## config.mk

```make
export PLATFORM = sky130hd
export DESIGN_NAME = wb_write_queue
export DESIGN_NICKNAME = d
export VERILOG_FILES = /design/src/rtl/wb_write_queue.sv
export SDC_FILE = /design/constraint.sdc
export NUM_CORES = 1
export LEC_CHECK = 0
export CAP_MARGIN = 20
export CORE_ASPECT_RATIO = 0.9
export CORE_MARGIN = 2
export CORE_UTILIZATION = 50
export CTS_BUF_LIST = sky130_fd_sc_hd__clkbuf_4 sky130_fd_sc_hd__clkbuf_8
export CTS_CLUSTER_DIAMETER = 100
export DETAILED_ROUTE_END_ITERATION = 7
export PLACE_DENSITY = 0.78
export SKIP_CTS_REPAIR_TIMING = 1
export SLEW_MARGIN = 20
export SYNTH_ARGS = -nofsm -noshare
export SYNTH_HDL_FRONTEND = slang
export SYNTH_SLANG_ARGS = --single-unit
```

## constraint.sdc

```tcl
create_clock -name clk -period 4 [get_ports clk]
set_input_delay 0.8 -clock clk [delete_from_list [all_inputs] [get_ports clk]]
set_output_delay 0.8 -clock clk [all_outputs]
set_load 0.02 [all_outputs]
```

## src/rtl/wb_write_queue.sv

```systemverilog
// Register write-back queue: selects result data and destination, buffers writes in a
// DEPTH-entry FIFO toward the register-file port, and forwards the youngest pending value.
module wb_write_queue #(
    parameter int DATA_W  = 32,
    parameter int ADDR_W  = 4,
    parameter int DEPTH   = 4,
    parameter int RD_LSB  = 22,
    parameter int RA_ADDR = 15,
    parameter int PC_INC  = 1,
    localparam int PTR_W  = $clog2(DEPTH),
    localparam int CNT_W  = $clog2(DEPTH + 1)
) (
    input  logic              clk,
    input  logic              rst,
    input  logic              in_valid,
    output logic              in_ready,
    input  logic [DATA_W-1:0] alu_result,
    input  logic [DATA_W-1:0] ld_result,
    input  logic [DATA_W-1:0] pc,
    input  logic [31:0]       instruction,
    input  logic              is_ld,
    input  logic              is_call,
    input  logic              is_wb,
    output logic              wport_enable,
    output logic [ADDR_W-1:0] wport_addr,
    output logic [DATA_W-1:0] wport_data,
    input  logic              wport_ready,
    input  logic [ADDR_W-1:0] fwd_addr,
    output logic              fwd_hit,
    output logic [DATA_W-1:0] fwd_data,
    output logic [CNT_W-1:0]  count,
    output logic              full,
    output logic              empty
);

    logic [PTR_W-1:0]  head_q, head_d;
    logic [PTR_W-1:0]  tail_q, tail_d;
    logic [CNT_W-1:0]  count_q, count_d;
    logic [ADDR_W-1:0] addr_mem [DEPTH];
    logic [DATA_W-1:0] data_mem [DEPTH];
    logic              push, pop;
    logic [DATA_W-1:0] sel_data;
    logic [ADDR_W-1:0] sel_addr;
    logic [PTR_W-1:0]  slot_idx [DEPTH];
    logic [DEPTH-1:0]  slot_hit;
    logic              unused_instr;

    assign unused_instr = ^instruction;

    assign full     = (count_q == CNT_W'(DEPTH));
    assign empty    = (count_q == '0);
    assign in_ready = !full;
    assign count    = count_q;
    assign push     = in_valid && in_ready && is_wb;
    assign pop      = !empty && wport_ready;

    // A call+load combination is treated as a plain ALU write, so it keeps the rd destination too.
    always_comb begin
        sel_data = alu_result;
        sel_addr = instruction[RD_LSB +: ADDR_W];
        case ({is_call, is_ld})
            2'b01: sel_data = ld_result;
            2'b10: begin
                sel_data = pc + DATA_W'(PC_INC);
                sel_addr = ADDR_W'(RA_ADDR);
            end
            default: sel_data = alu_result;
        endcase
    end

    always_comb begin
        head_d  = head_q;
        tail_d  = tail_q;
        count_d = count_q;
        if (push) tail_d = tail_q + PTR_W'(1);
        if (pop)  head_d = head_q + PTR_W'(1);
        case ({push, pop})
            2'b10:   count_d = count_q + CNT_W'(1);
            2'b01:   count_d = count_q - CNT_W'(1);
            default: count_d = count_q;
        endcase
    end

    always_ff @(posedge clk or posedge rst) begin
        if (rst) begin
            head_q  <= '0;
            tail_q  <= '0;
            count_q <= '0;
        end else begin
            head_q  <= head_d;
            tail_q  <= tail_d;
            count_q <= count_d;
        end
    end

    always_ff @(posedge clk) begin
        if (push) begin
            addr_mem[tail_q] <= sel_addr;
            data_mem[tail_q] <= sel_data;
        end
    end

    assign wport_enable = !empty;
    assign wport_addr   = empty ? '0 : addr_mem[head_q];
    assign wport_data   = empty ? '0 : data_mem[head_q];

    // Slot gi is the entry gi places behind the head; only slots below count hold live data.
    genvar gi;
    generate
        for (gi = 0; gi < DEPTH; gi++) begin : g_slot
            assign slot_idx[gi] = head_q + PTR_W'(gi);
            assign slot_hit[gi] = (CNT_W'(gi) < count_q) && (addr_mem[slot_idx[gi]] == fwd_addr);
        end
    endgenerate

    // Later slots overwrite earlier ones, so the youngest match wins.
    always_comb begin
        fwd_hit  = 1'b0;
        fwd_data = '0;
        for (int k = 0; k < DEPTH; k++) begin
            if (slot_hit[k]) begin
                fwd_hit  = 1'b1;
                fwd_data = data_mem[slot_idx[k]];
            end
        end
    end

endmodule
```

==> results of run 1 <==
[final cells by class]
class                           count  area (um2)  area share, %
Tap cell                          286       357.8          2.646
Multi-Input combinational cell    744        5617          41.53
Clock buffer                       17       234.0          1.730
Timing Repair Buffer              265        2547          18.84
Inverter                           22       82.58         0.6107
Sequential cell                   151        4507          33.33
Clock inverter                     15       177.7          1.314
[layout by cell type, fill, tap and decap left out, drive strengths merged, types with 3 or more instances in the layout]
master | Yosys | final
buf | 38 | 96
mux2i | 159 | 159
inv | 22 | 25
xnor2 | 30 | 30
nand4 | 5 | 5
mux4 | 14 | 14
nand3 | 15 | 15
dfrtp | 7 | 7
xor2 | 22 | 22
bufinv | 0 | 3
a22oi | 21 | 21
clkinv | 0 | 7
clkdlybuf4s50 | 0 | 153
nor2 | 52 | 52
and3 | 7 | 7
edfxtp | 144 | 144
dlymetal6s2s | 0 | 9
a31oi | 30 | 30
ha | 12 | 12
a21oi | 43 | 43
nor3 | 34 | 34
nand2b | 4 | 4
and2 | 39 | 39
o21ai | 56 | 56
o221ai | 34 | 34
or2 | 6 | 6
nand2 | 103 | 103
clkbuf | 44 | 24
mux2 | 35 | 35
a221oi | 6 | 6
nor4 | 4 | 4
[metal layers]
layer  global-route usage [%]  vias to the layer above  part of all wire, %
li1                         -                     4153                    -
met1                    32.66                     4182                   43
met2                    41.81                      374                   48
met3                    4.659                       38                  7.3
met4                    8.421                        0                  1.6
met5                        0                        -                    0
[state kept, by name (all words and copies together) (netlist names)]
name / count
addr_mem: 16
head_q: 2
data_mem: 128
count: 3
tail_q: 2
[worst paths after layout]
path / from / to / slack, ns
setup / recovery: head_q[1]$_DFFE_PP0P_ / fwd_data[3] / -0.08
hold / removal: rst / count[2]$_DFFE_PP0P_ / 0.56
hold reg to reg: count[1]$_DFFE_PP0P_ / count[1]$_DFFE_PP0P_ / 0.62
min in group clk: count[1]$_DFFE_PP0P_ / count[1]$_DFFE_PP0P_ / 0.62
setup reg to reg: count[0]$_DFFE_PP0P_ / data_mem[0][2]$_DFFE_PP_ / 1.45
max in group asynchronous: rst / head_q[0]$_DFFE_PP0P_ / 3.21
[power by group]
group | switching [mW] | total [mW] | internal (mW)
clock | 0.588 | 1.21 | 0.619
sequential | 0.132 | 2.11 | 1.98
combinational | 3.33 | 6.07 | 2.74
total | 4.05 | 9.38 | 5.33
[stage by stage]
| stage | hold WS, ns | instance area (um2) | power, mW |
|---|---|---|---|
| floorplan | 0.5796 | 10570 | 6.018 |
| global placement | 0.5887 | 12940 | 7.913 |
| detailed placement | 0.5952 | 12940 | 8.033 |
| CTS | 0.5530 | 13350 | 9.230 |
| global route | 0.5748 | 13520 | 9.890 |
| finish | 0.5563 | 13520 | 9.382 |
[logic make-up (layout without fill, tap and decap cells)]
group | count (synthesis) | after routing
AO/OA/AOI/OAI | 197 | 197
XOR/XNOR | 52 | 52
adder cells (fa/ha/maj) | 12 | 12
buffers and inverters | 104 | 319
flip-flops | 151 | 151
multiplexers | 208 | 208
AND/OR/NAND/NOR | 275 | 275
==> metrics.md, run 1 <==
| Metric | Value |
|---|---|
| Layout Area Growth over Synthesis | `27.89%` |
| Total number of vias | `8747` |
| Routed wire length | `28210 um` |
| Final weighted congestion in routability-driven placement | `0.9078` |
| Slew at the pin closest to its max-slew limit | `0.8719 ns` |
| Critical setup path kind | `reg -> out` |
| Failing checks | `setup timing` |
| Share of flip-flops with an asynchronous set or reset after synthesis | `4.636%` |
| Count of filler cells inserted in the layout | `1682` |
| Worst slew margin relative to its limit | `41.26%` |
| Die area | `22330 um2` |
| Status | `finished, violations left` |
| Number of clock sinks | `151` |
| Average wire length per cell after detail routing | `18.81 um` |
| Fraction of synthesized cell area in xor and xnor cells | `4.307%` |
| Antenna diode count | `0` |
| Placeable core region | `20770 um2` |
| Number of nets in the synthesized netlist | `1150` |
| Post-Synthesis Cells | `999` |
| Post-synth EDFFs | `144` |
| Die boundary height | `142.0 um` |
| Max Freq | `245.4 MHz` |
| Detailed router's first-iteration violation count | `795` |
| Maximum level of the CTS H-tree | `4` |
| Per-cell via count in the routed design | `5.831` |
| Worst reg2reg path depth | `6` |
| Synthesized-area fraction occupied by and/or/nand/nor cells | `12.44%` |
| CTS tree | `yes` |
| Proportion of layout cells with a drive suffix above 1 | `17.87%` |
| Clock period minus final worst setup slack | `4.075 ns` |
| Clock tree root buffer cell | `sky130_fd_sc_hd__clkbuf_8` |
| Count of warnings emitted by yosys | `0` |
| Antenna violations before repair | `0` |
| Worst-Skew Late Latency | `0.46 ns` |
| Post-synthesis adder-cell area fraction | `1.420%` |
| Biggest area contributors in the synthesized netlist | `sky130_fd_sc_hd__edfxtp_1, sky130_fd_sc_hd__mux2i_1, sky130_fd_sc_hd__mux2_2` |
| Smallest setup slack after layout | `-0.07516 ns` |
| Total Nets Final | `1352` |
| Number of buffer cells added on primary ports | `186` |
| Leading post-synthesis cells by instance count | `sky130_fd_sc_hd__mux2i_1, sky130_fd_sc_hd__edfxtp_1, sky130_fd_sc_hd__nand2_1` |
| Arrival time of the worst setup path | `3.28 ns` |
| Main synth FF type | `sky130_fd_sc_hd__edfxtp_1` |
| I/O pin cnt | `215` |
| Max_cap viols | `0` |
| Largest family of logic cells by synthesized area | `multiplexers` |
| Share of cell area taken by muxes after synthesis | `21.90%` |
| Cell Area, Synth | `10570 um2` |
| Final HPWL from detailed placement | `20060 um` |
| Most used standard cell by instance count after synthesis | `sky130_fd_sc_hd__mux2i_1` |
| Cell with the largest stage delay on the worst path | `sky130_fd_sc_hd__dfrtp_4` |
| Max Transition Viols Final | `0` |
| Total number of cells along the worst setup path | `13` |
| Worst path cell trace | `clkbuf_4 -> buf_4 -> mux2i_1 -> mux2_2 -> xor2_1 -> buf_4 -> and2_4 -> buf_12 -> buf_4 -> buf_12 -> a31oi_1 -> o221ai_2 -> clkbuf_2` |
| Worst-case clock buffer depth | `2` |
| GRT Resource Usage Total | `24.94%` |
| IR Drop Worst-Case VDD | `618.9 uV` |
| Horizontal die dimension | `157.3 um` |
| Complex-gate fraction of the synthesized area | `12.63%` |
| Static Leak | `5.294 nW` |
| Post-synthesis cell type count | `50` |
| Pin count of the biggest net entering global routing | `130` |
| Required time of the critical path | `3.20 ns` |
| Critical path capture point type | `output pin` |
| Number of global-route vias before repair | `8394` |
| Setup repair after global routing missed its margin | `yes` |
| Final global-route overflow total | `0` |
| PD cells | `693.8 nW/um2` |
| Register bit count reported by yosys | `151` |
| Final cell utilization of the core | `65.11%` |
| # rows | `50` |
| Crit path launch type | `flip-flop` |
| CTS clk-pin slew, worst paths | `0.08 ns` |
| HP Class | `in -> async` |
| CP top delay family | `buffers and inverters` |
| Critical path's most frequent cell | `sky130_fd_sc_hd__buf_4` |
| Worst clock skew | `0.009949 ns` |
| Starting density of the core | `50.91%` |
| Count of final setup violators | `7` |
| Cells after DPL | `1448` |
| Fraction of synthesized cell area taken by the top area cell type | `40.89%` |
| Global-route wire length before repair | `42700 um` |
| Dominant cell type by area after synthesis | `sky130_fd_sc_hd__edfxtp_1` |
| Setup TNS after final layout | `-0.2401 ns` |
| Count of buffer and inverter cells on the critical path | `7` |
| CP Max Fanout | `8` |
| Post-Place Setup Slack | `-0.1542 ns` |
| Stage delay of the slowest cell on the critical path | `0.54 ns` |
| Final cell count without fillers | `1500` |
| Detailed-route DRC error count | `0` |
| Mean cell area of the mapped netlist | `10.58 um2` |
| Post-route clock period utilization | `101.9%` |
| TritonCTS Buffers | `17` |
| Detailed Routing Iterations Pass 1 | `5` |
| Antenna Violating Nets Remaining | `0` |
| Number of hold-slack violations in the final timing report | `0` |
| Share of synthesized area occupied by flip-flops and latches | `42.55%` |
(Power assumes the default switching activity.)
==> inputs of run 2 (changes only) <==
--- a/config.mk
+++ b/config.mk
@@ -8,11 +8,11 @@
 export CAP_MARGIN = 20
 export CORE_ASPECT_RATIO = 0.9
 export CORE_MARGIN = 2
-export CORE_UTILIZATION = 50
+export CORE_UTILIZATION = 45
 export CTS_BUF_LIST = sky130_fd_sc_hd__clkbuf_4 sky130_fd_sc_hd__clkbuf_8
 export CTS_CLUSTER_DIAMETER = 100
 export DETAILED_ROUTE_END_ITERATION = 7
-export PLACE_DENSITY = 0.78
+export PLACE_DENSITY = 0.71
 export SKIP_CTS_REPAIR_TIMING = 1
 export SLEW_MARGIN = 20
 export SYNTH_ARGS = -nofsm -noshare
==> run 2 against run 1 <==
The run now ends clean. Design area down 0.14%. Final cell count up 0.40%. Non-clock buffer count down 9. Sequential power about the same. First-iteration DRC count down 22%. Critical path depth down 3.
==> metrics.md, run 2 (synthesis results as in run 1) <==
| Metric | Value |
|---|---|
| R2r setup slk | `1.51 ns (+0.06 ns)` |
| Total number of vias | `8684 (-0.72%)` |
| Final global-route overflow total | `0 (unchanged)` |
| Per-cell via count in the routed design | `5.766 (-1.1%)` |
| Required time of the critical path | `3.20 ns (about the same)` |
| Most Crowded Layer GR | `met2` |
| Layout Area Growth over Synthesis | `27.71%` |
| Combinational share of power | `66.2% (+1.5 points)` |
| Setup repair after global routing missed its margin | `yes` |
| TritonCTS Buffers | `17 (unchanged)` |
| Clock tree root buffer cell | `sky130_fd_sc_hd__clkbuf_8` |
| CTS tree | `yes` |
| Final HPWL from detailed placement | `19530 um (-2.6%)` |
| Count of buffer and inverter cells on the critical path | `5 (-2)` |
| Clock period minus final worst setup slack | `3.941 ns (-0.1340 ns)` |
| Met3 Usage GRT | `5.072% (+0.41 points)` |
| Final weighted congestion in routability-driven placement | `0.9213 (+1.5%)` |
| CP top delay family | `buffers and inverters` |
| Capturing point of the worst reg2reg path | `count[2]$_DFFE_PP0P_` |
| Cell-internal power | `5.274 mW (-1.1%)` |
| Global-route met1 utilization | `29.97% (-2.7 points)` |
| Number of clock sinks | `151 (unchanged)` |
| Total Nets Final | `1343 (-0.67%)` |
| Average wire length per cell after detail routing | `19.56 um (+4.0%)` |
| IR Drop Worst-Case VDD | `524.9 uV (-15%)` |
| Worst path cell trace | `buf_12 -> buf_4 -> mux4_2 -> xnor2_1 -> nand4_2 -> or2_1 -> buf_12 -> o221ai_1 -> buf_4 -> dlymetal6s2s_1` |
| Static Leak | `5.283 nW (-0.20%)` |
| Total number of cells along the worst setup path | `10 (-3)` |
| Die boundary height | `149.4 um (+5.3%)` |
| Status | `finished clean` |
| Cell with the largest stage delay on the worst path | `sky130_fd_sc_hd__dfrtp_4` |
| Post-Place Setup Slack | `-0.1329 ns (+0.02129 ns)` |
| Routed wire length | `29460 um (+4.4%)` |
| Global-route wire length before repair | `42230 um (-1.1%)` |
| Crit path capture | `fwd_data[2]` |
| Placeable core region | `23210 um2 (+12%)` |
| Global Route met2 Usage | `36.00% (-5.8 points)` |
| Crit path launch type | `flip-flop` |
| Max_cap viols | `0 (unchanged)` |
| Switching power as a share of total power | `43.81% (+0.66 points)` |
| Critical path capture point type | `output pin` |
| Pin count of the biggest net entering global routing | `199 (+53%)` |
| Net Sw Power | `4.111 mW (+1.6%)` |
| Starting density of the core | `45.56% (-5.4 points)` |
| CTS clk-pin slew, worst paths | `0.08 ns (about the same)` |
| Startpoint of the lowest-slack register-to-register path | `count[0]$_DFFE_PP0P_` |
| Stage delay of the slowest cell on the critical path | `0.49 ns (-0.05 ns)` |
| Antenna Violating Nets Remaining | `0 (unchanged)` |
| Worst-Skew Late Latency | `0.45 ns (about the same)` |
| Die area | `24740 um2 (+11%)` |
| Most common library cell in the layout ignoring fill and taps | `sky130_fd_sc_hd__mux2i_1` |
| Number of hold-slack violations in the final timing report | `0 (unchanged)` |
| Detailed router's first-iteration violation count | `618 (-22%)` |
| Smallest setup slack after layout | `0.05882 ns (+0.1340 ns)` |
| Worst reg2reg path depth | `9 (+3)` |
| Worst setup path startpoint | `head_q[0]$_DFFE_PP0P_` |
| Critical setup path kind | `reg -> out` |
| Horizontal die dimension | `165.6 um (+5.3%)` |
| Max Freq | `253.7 MHz (+3.4%)` |
| Count of final setup violators | `0 (-7)` |
| Antenna diode count | `0 (unchanged)` |
| Post-route clock period utilization | `98.53% (-3.3 points)` |
| Worst-case clock buffer depth | `2 (unchanged)` |
| GRT Resource Usage Total | `22.44% (-2.5 points)` |
| Worst clock skew | `0.01057 ns (+0.0006221 ns)` |
| PD cells | `695.0 nW/um2 (+0.17%)` |
| HP Class | `in -> async` |
| Number of global-route vias before repair | `8189 (-2.4%)` |
| Slew at the pin closest to its max-slew limit | `0.9576 ns (+0.08564 ns)` |
| Power, Total | `9.385 mW (about the same)` |
| Register with the highest flop count | `data_mem` |
| Antenna violations before repair | `0 (unchanged)` |
| Proportion of layout cells with a drive suffix above 1 | `17.11% (-0.77 points)` |
| Sequential power share | `22.6% (about the same)` |
| Detailed-route DRC error count | `0 (unchanged)` |
| I/O pin cnt | `215 (unchanged)` |
| Proportion of power drawn by the clock network | `11.2% (-1.7 points)` |
| Arrival time of the worst setup path | `3.14 ns (-0.14 ns)` |
| # rows | `53 (+6.0%)` |
| Number of buffer cells added on primary ports | `186 (unchanged)` |
| Max reg flops | `128 (unchanged)` |
| CP Max Fanout | `16 (+8)` |
| Highest-count cells in the layout ignoring fill and taps | `sky130_fd_sc_hd__mux2i_1, sky130_fd_sc_hd__clkdlybuf4s50_1, sky130_fd_sc_hd__edfxtp_1` |
| Worst slew margin relative to its limit | `35.49% (-5.8 points)` |
| Detailed Routing Iterations Pass 1 | `5 (unchanged)` |
| Maximum level of the CTS H-tree | `4 (unchanged)` |
| Max Transition Viols Final | `0 (unchanged)` |
run 2: worst min-delay path by stage:
stage                               start                     to  slack (ns)  cells past startpoint
global route                          rst   count[1]$_DFFE_PP0P_        0.61                      2
detailed placement   count[2]$_DFFE_PP0P_   count[2]$_DFFE_PP0P_        0.62                      1
CTS                                   rst   count[1]$_DFFE_PP0P_        0.58                      2
global placement     count[1]$_DFFE_PP0P_   count[1]$_DFFE_PP0P_        0.58                      2
floorplan           tail_q[1]$_DFFE_PP0P_  tail_q[1]$_DFFE_PP0P_        0.58                      2
finish                                rst   count[0]$_DFFE_PP0P_        0.59                      2
run 2: final cells by class:
type	count	area, um2
well taps	302	377.9
repair buffers	256	2569
multi-input cells	744	5617
clock buffers	19	249.0
fillers	1997	9706
inverters	22	82.58
flip-flops and latches	151	4507
clock inverters	12	102.6
run 2: power by group through the flow:
stage	Clock [mW]	Combinational [mW]	Sequential, mW
after floorplan	0	3.92	2.10
after global placement	0	5.91	2.17
after detailed placement	0	5.99	2.19
after CTS	1.06	6.02	2.15
after global routing	1.13	6.65	2.14
final	1.05	6.21	2.12
run 2: per-layer routing:
metal	vias up	part of all wire, %
li1	4130	-
met1	4142	43
met2	376	47
met3	36	8.1
met4	0	1.6
met5	-	0
run 2: through the flow:
step	std cells	utilization (%)	setup TNS, ns	area (um2)	hold WS, ns
5_1_grt	1506	58.18	-0.6601	13500	0.6097
2_1_floorplan	999	-	0	10570	0.5796
4_1_cts	1496	57.64	-11.22	13380	0.5756
3_5_place_dp	1465	56.12	-2.182	13030	0.6225
6_report	1506	58.18	0	13500	0.5884
3_3_place_gp	1465	56.12	-2.532	13030	0.5833
==> inputs of run 3 (changes only) <==
--- a/config.mk
+++ b/config.mk
@@ -13,7 +13,6 @@
 export CTS_CLUSTER_DIAMETER = 100
 export DETAILED_ROUTE_END_ITERATION = 7
 export PLACE_DENSITY = 0.71
-export SKIP_CTS_REPAIR_TIMING = 1
 export SLEW_MARGIN = 20
 export SYNTH_ARGS = -nofsm -noshare
 export SYNTH_HDL_FRONTEND = slang
==> run 3 against run 2 <==
Core utilization is 0.081 points lower. Clock power hardly changed. Sequential share of layout area about the same. Flip-flop and latch count did not move. Fmax down 0.10%. Sequential power is essentially flat. Wire length rose by 0.12%. Final cell count increased by 0.20%. Hold slack worse by 0.0049 ns. Via count grew 0.79%.
==> metrics.md, run 3 (synthesis results as in run 1) <==
| Metric | Value |
|---|---|
| Status | `finished clean` |
| Number of global-route vias before repair | `8262 (+0.89%)` |
| CTS tree | `yes` |
| Static Leak | `5.144 nW (-2.6%)` |
| # rows | `53 (unchanged)` |
| Area of the multi-input gates | `5627 um2 (+0.18%)` |
| Critical setup path kind | `reg -> out` |
| Antenna diode count | `0 (unchanged)` |
| Layout Area Growth over Synthesis | `27.53%` |
| Max reg flops | `128 (unchanged)` |
| Maximum level of the CTS H-tree | `4 (unchanged)` |
| Max Transition Viols Final | `0 (unchanged)` |
| Setup TNS after final layout | `0 ns (unchanged)` |
| Clock period minus final worst setup slack | `3.945 ns (+0.003991 ns)` |
| IR Drop Worst-Case VDD | `508.3 uV (-3.2%)` |
| Detailed Routing Iterations Pass 1 | `7 (+2)` |
| Worst-case clock buffer depth | `2 (unchanged)` |
| Per-cell via count in the routed design | `5.801 (+0.59%)` |
| Final HPWL from detailed placement | `19530 um (unchanged)` |
| HP Class | `in -> async` |
| Slew at the pin closest to its max-slew limit | `0.8927 ns (-0.06485 ns)` |
| Final weighted congestion in routability-driven placement | `0.9213 (unchanged)` |
| Total Nets Final | `1346 (+0.22%)` |
| Cell Area, Placed | `13030 um2 (unchanged)` |
| Count of final setup violators | `0 (unchanged)` |
| Clock tree root buffer cell | `sky130_fd_sc_hd__clkbuf_8` |
| Post-route clock period utilization | `98.63% (+0.10 points)` |
| CP Max Fanout | `10 (-6)` |
| Die area | `24740 um2 (unchanged)` |
| Die boundary height | `149.4 um (unchanged)` |
| Count of filler cells inserted in the layout | `1994 (-0.15%)` |
| Average wire length per cell after detail routing | `19.55 um (about the same)` |
| Number of buffer cells added on primary ports | `186 (unchanged)` |
| Proportion of layout cells with a drive suffix above 1 | `18.06% (+0.95 points)` |
| Antenna violations before repair | `0 (unchanged)` |
| I/O pin cnt | `215 (unchanged)` |
| Required time of the critical path | `3.20 ns (about the same)` |
| Detailed router's first-iteration violation count | `600 (-2.9%)` |
| GRT Resource Usage Total | `22.62% (+0.17 points)` |
| Post-cts hold buffer count | `0` |
| Worst-Skew Late Latency | `0.45 ns (about the same)` |
| Most common library cell in the layout ignoring fill and taps | `sky130_fd_sc_hd__mux2i_1` |
| Starting density of the core | `45.56% (unchanged)` |
| Final instance area | `13490 um2 (-0.14%)` |
| Max_cap viols | `0 (unchanged)` |
| Sequential cell area | `4507 um2 (unchanged)` |
| Worst clock skew | `0.01114 ns (+0.0005665 ns)` |
| Max Freq | `253.5 MHz (-0.10%)` |
| Number of hold-slack violations in the final timing report | `0 (unchanged)` |
| Setup repair after global routing missed its margin | `yes` |
| PD cells | `696.9 nW/um2 (+0.28%)` |
| Capturing point of the worst reg2reg path | `data_mem[0][30]$_DFFE_PP_` |
| Critical path capture point type | `output pin` |
| Worst reg2reg path depth | `6 (-3)` |
| Startpoint of the lowest-slack register-to-register path | `count[0]$_DFFE_PP0P_` |
| Global-route wire length before repair | `42590 um (+0.85%)` |
| Horizontal die dimension | `165.6 um (unchanged)` |
| Routed wire length | `29500 um (+0.12%)` |
| Crit path launch type | `flip-flop` |
| Final global-route overflow total | `0 (unchanged)` |
| Arrival time of the worst setup path | `3.15 ns (about the same)` |
| TritonCTS Buffers | `17 (unchanged)` |
| CTS clk-pin slew, worst paths | `0.08 ns (about the same)` |
| R2r setup slk | `1.50 ns (about the same)` |
| Register with the highest flop count | `data_mem` |
| Antenna Violating Nets Remaining | `0 (unchanged)` |
| Worst slew margin relative to its limit | `39.86% (+4.4 points)` |
| Pin count of the biggest net entering global routing | `199 (unchanged)` |
| Highest-count cells in the layout ignoring fill and taps | `sky130_fd_sc_hd__mux2i_1, sky130_fd_sc_hd__clkdlybuf4s50_1, sky130_fd_sc_hd__edfxtp_1` |
| Detailed-route DRC error count | `0 (unchanged)` |
| Total number of vias | `8753 (+0.79%)` |
| Number of clock sinks | `151 (unchanged)` |
| Placeable core region | `23210 um2 (unchanged)` |
==> run 3: changes by cell type in the layout (fill, tap and decap cells not counted), sizes merged <==
cell | previous run | this run
dlymetal6s2s | 11 | 0
buf | 76 | 86
clkdlybuf4s15 | 0 | 2
dlygate4sd1 | 0 | 1
dlygate4sd2 | 0 | 1
==> run 3: worst max-delay path, stage by stage (launching register included) <==
cell,delay [ns]
sky130_fd_sc_hd__dfrtp_4,0.52
sky130_fd_sc_hd__buf_12,0.15
sky130_fd_sc_hd__mux4_2,0.44
sky130_fd_sc_hd__xor2_1,0.18
sky130_fd_sc_hd__nor4_4,0.35
sky130_fd_sc_hd__and2_4,0.28
sky130_fd_sc_hd__buf_12,0.15
sky130_fd_sc_hd__a31oi_1,0.08
sky130_fd_sc_hd__o221ai_1,0.23
sky130_fd_sc_hd__clkdlybuf4s15_2,0.30
==> run 3: cell type report <==
cell class	instances	share of cell area, %
Timing Repair Buffer	259	18.83
Inverter	22	0.6124
Multi-Input combinational cell	744	41.72
Clock inverter	12	0.7608
Sequential cell	151	33.42
Clock buffer	19	1.846
Tap cell	302	2.802
==> run 3: metrics by stage <==
step / cells / power (mW) / hold slack (ns) / setup WS, ns / utilization, %
floorplan: 999 / 6.018 / 0.5796 / 0.8098 / -
global placement: 1465 / 8.082 / 0.5833 / -0.1423 / 56.12
detailed placement: 1465 / 8.179 / 0.6225 / -0.1329 / 56.12
CTS: 1504 / 9.252 / 0.5756 / 0.0005831 / 58.04
global route: 1509 / 9.932 / 0.6096 / -0.06493 / 58.10
finish: 1509 / 9.398 / 0.5834 / 0.05483 / 58.10
==> run 3: worst max path at each step <==
stage	startpoint	end	slack, ns	cells past startpoint
final	head_q[0]$_DFFE_PP0P_	fwd_data[15]	0.05	9
after global routing	head_q[0]$_DFFE_PP0P_	fwd_data[13]	-0.06	9
after floorplan	head_q[1]$_DFFE_PP0P_	fwd_data[31]	0.81	9
after CTS	head_q[0]$_DFFE_PP0P_	fwd_data[7]	0.0006	9
after global placement	fwd_addr[1]	fwd_data[21]	-0.14	8
after detailed placement	fwd_addr[1]	fwd_data[21]	-0.13	8
==> run 3: report_power, final <==
group | switching (mW) | leakage, nW | internal (mW)
clock | 0.551 | 0.176 | 0.498
sequential | 0.134 | 1.40 | 1.98
combinational | 3.44 | 3.57 | 2.80
total | 4.13 | 5.14 | 5.27
==> run 3: what timing repair did <==
action	CTS	global route
gates cloned	0	2
setup endpoints to repair	33	40
resized for setup	78	54
buffers inserted	8	3
pin swaps	1	1
==> run 3: metal layers <==
| layer | share of wire [%] | global-route usage (%) | wire (um) |
|---|---|---|---|
| met1 | 43 | 30.24 | 12570 |
| met2 | 47 | 36.31 | 13730 |
| met3 | 9.0 | 4.906 | 2646 |
| met4 | 1.9 | 8.147 | 554 |
| met5 | 0 | 0 | 0 |
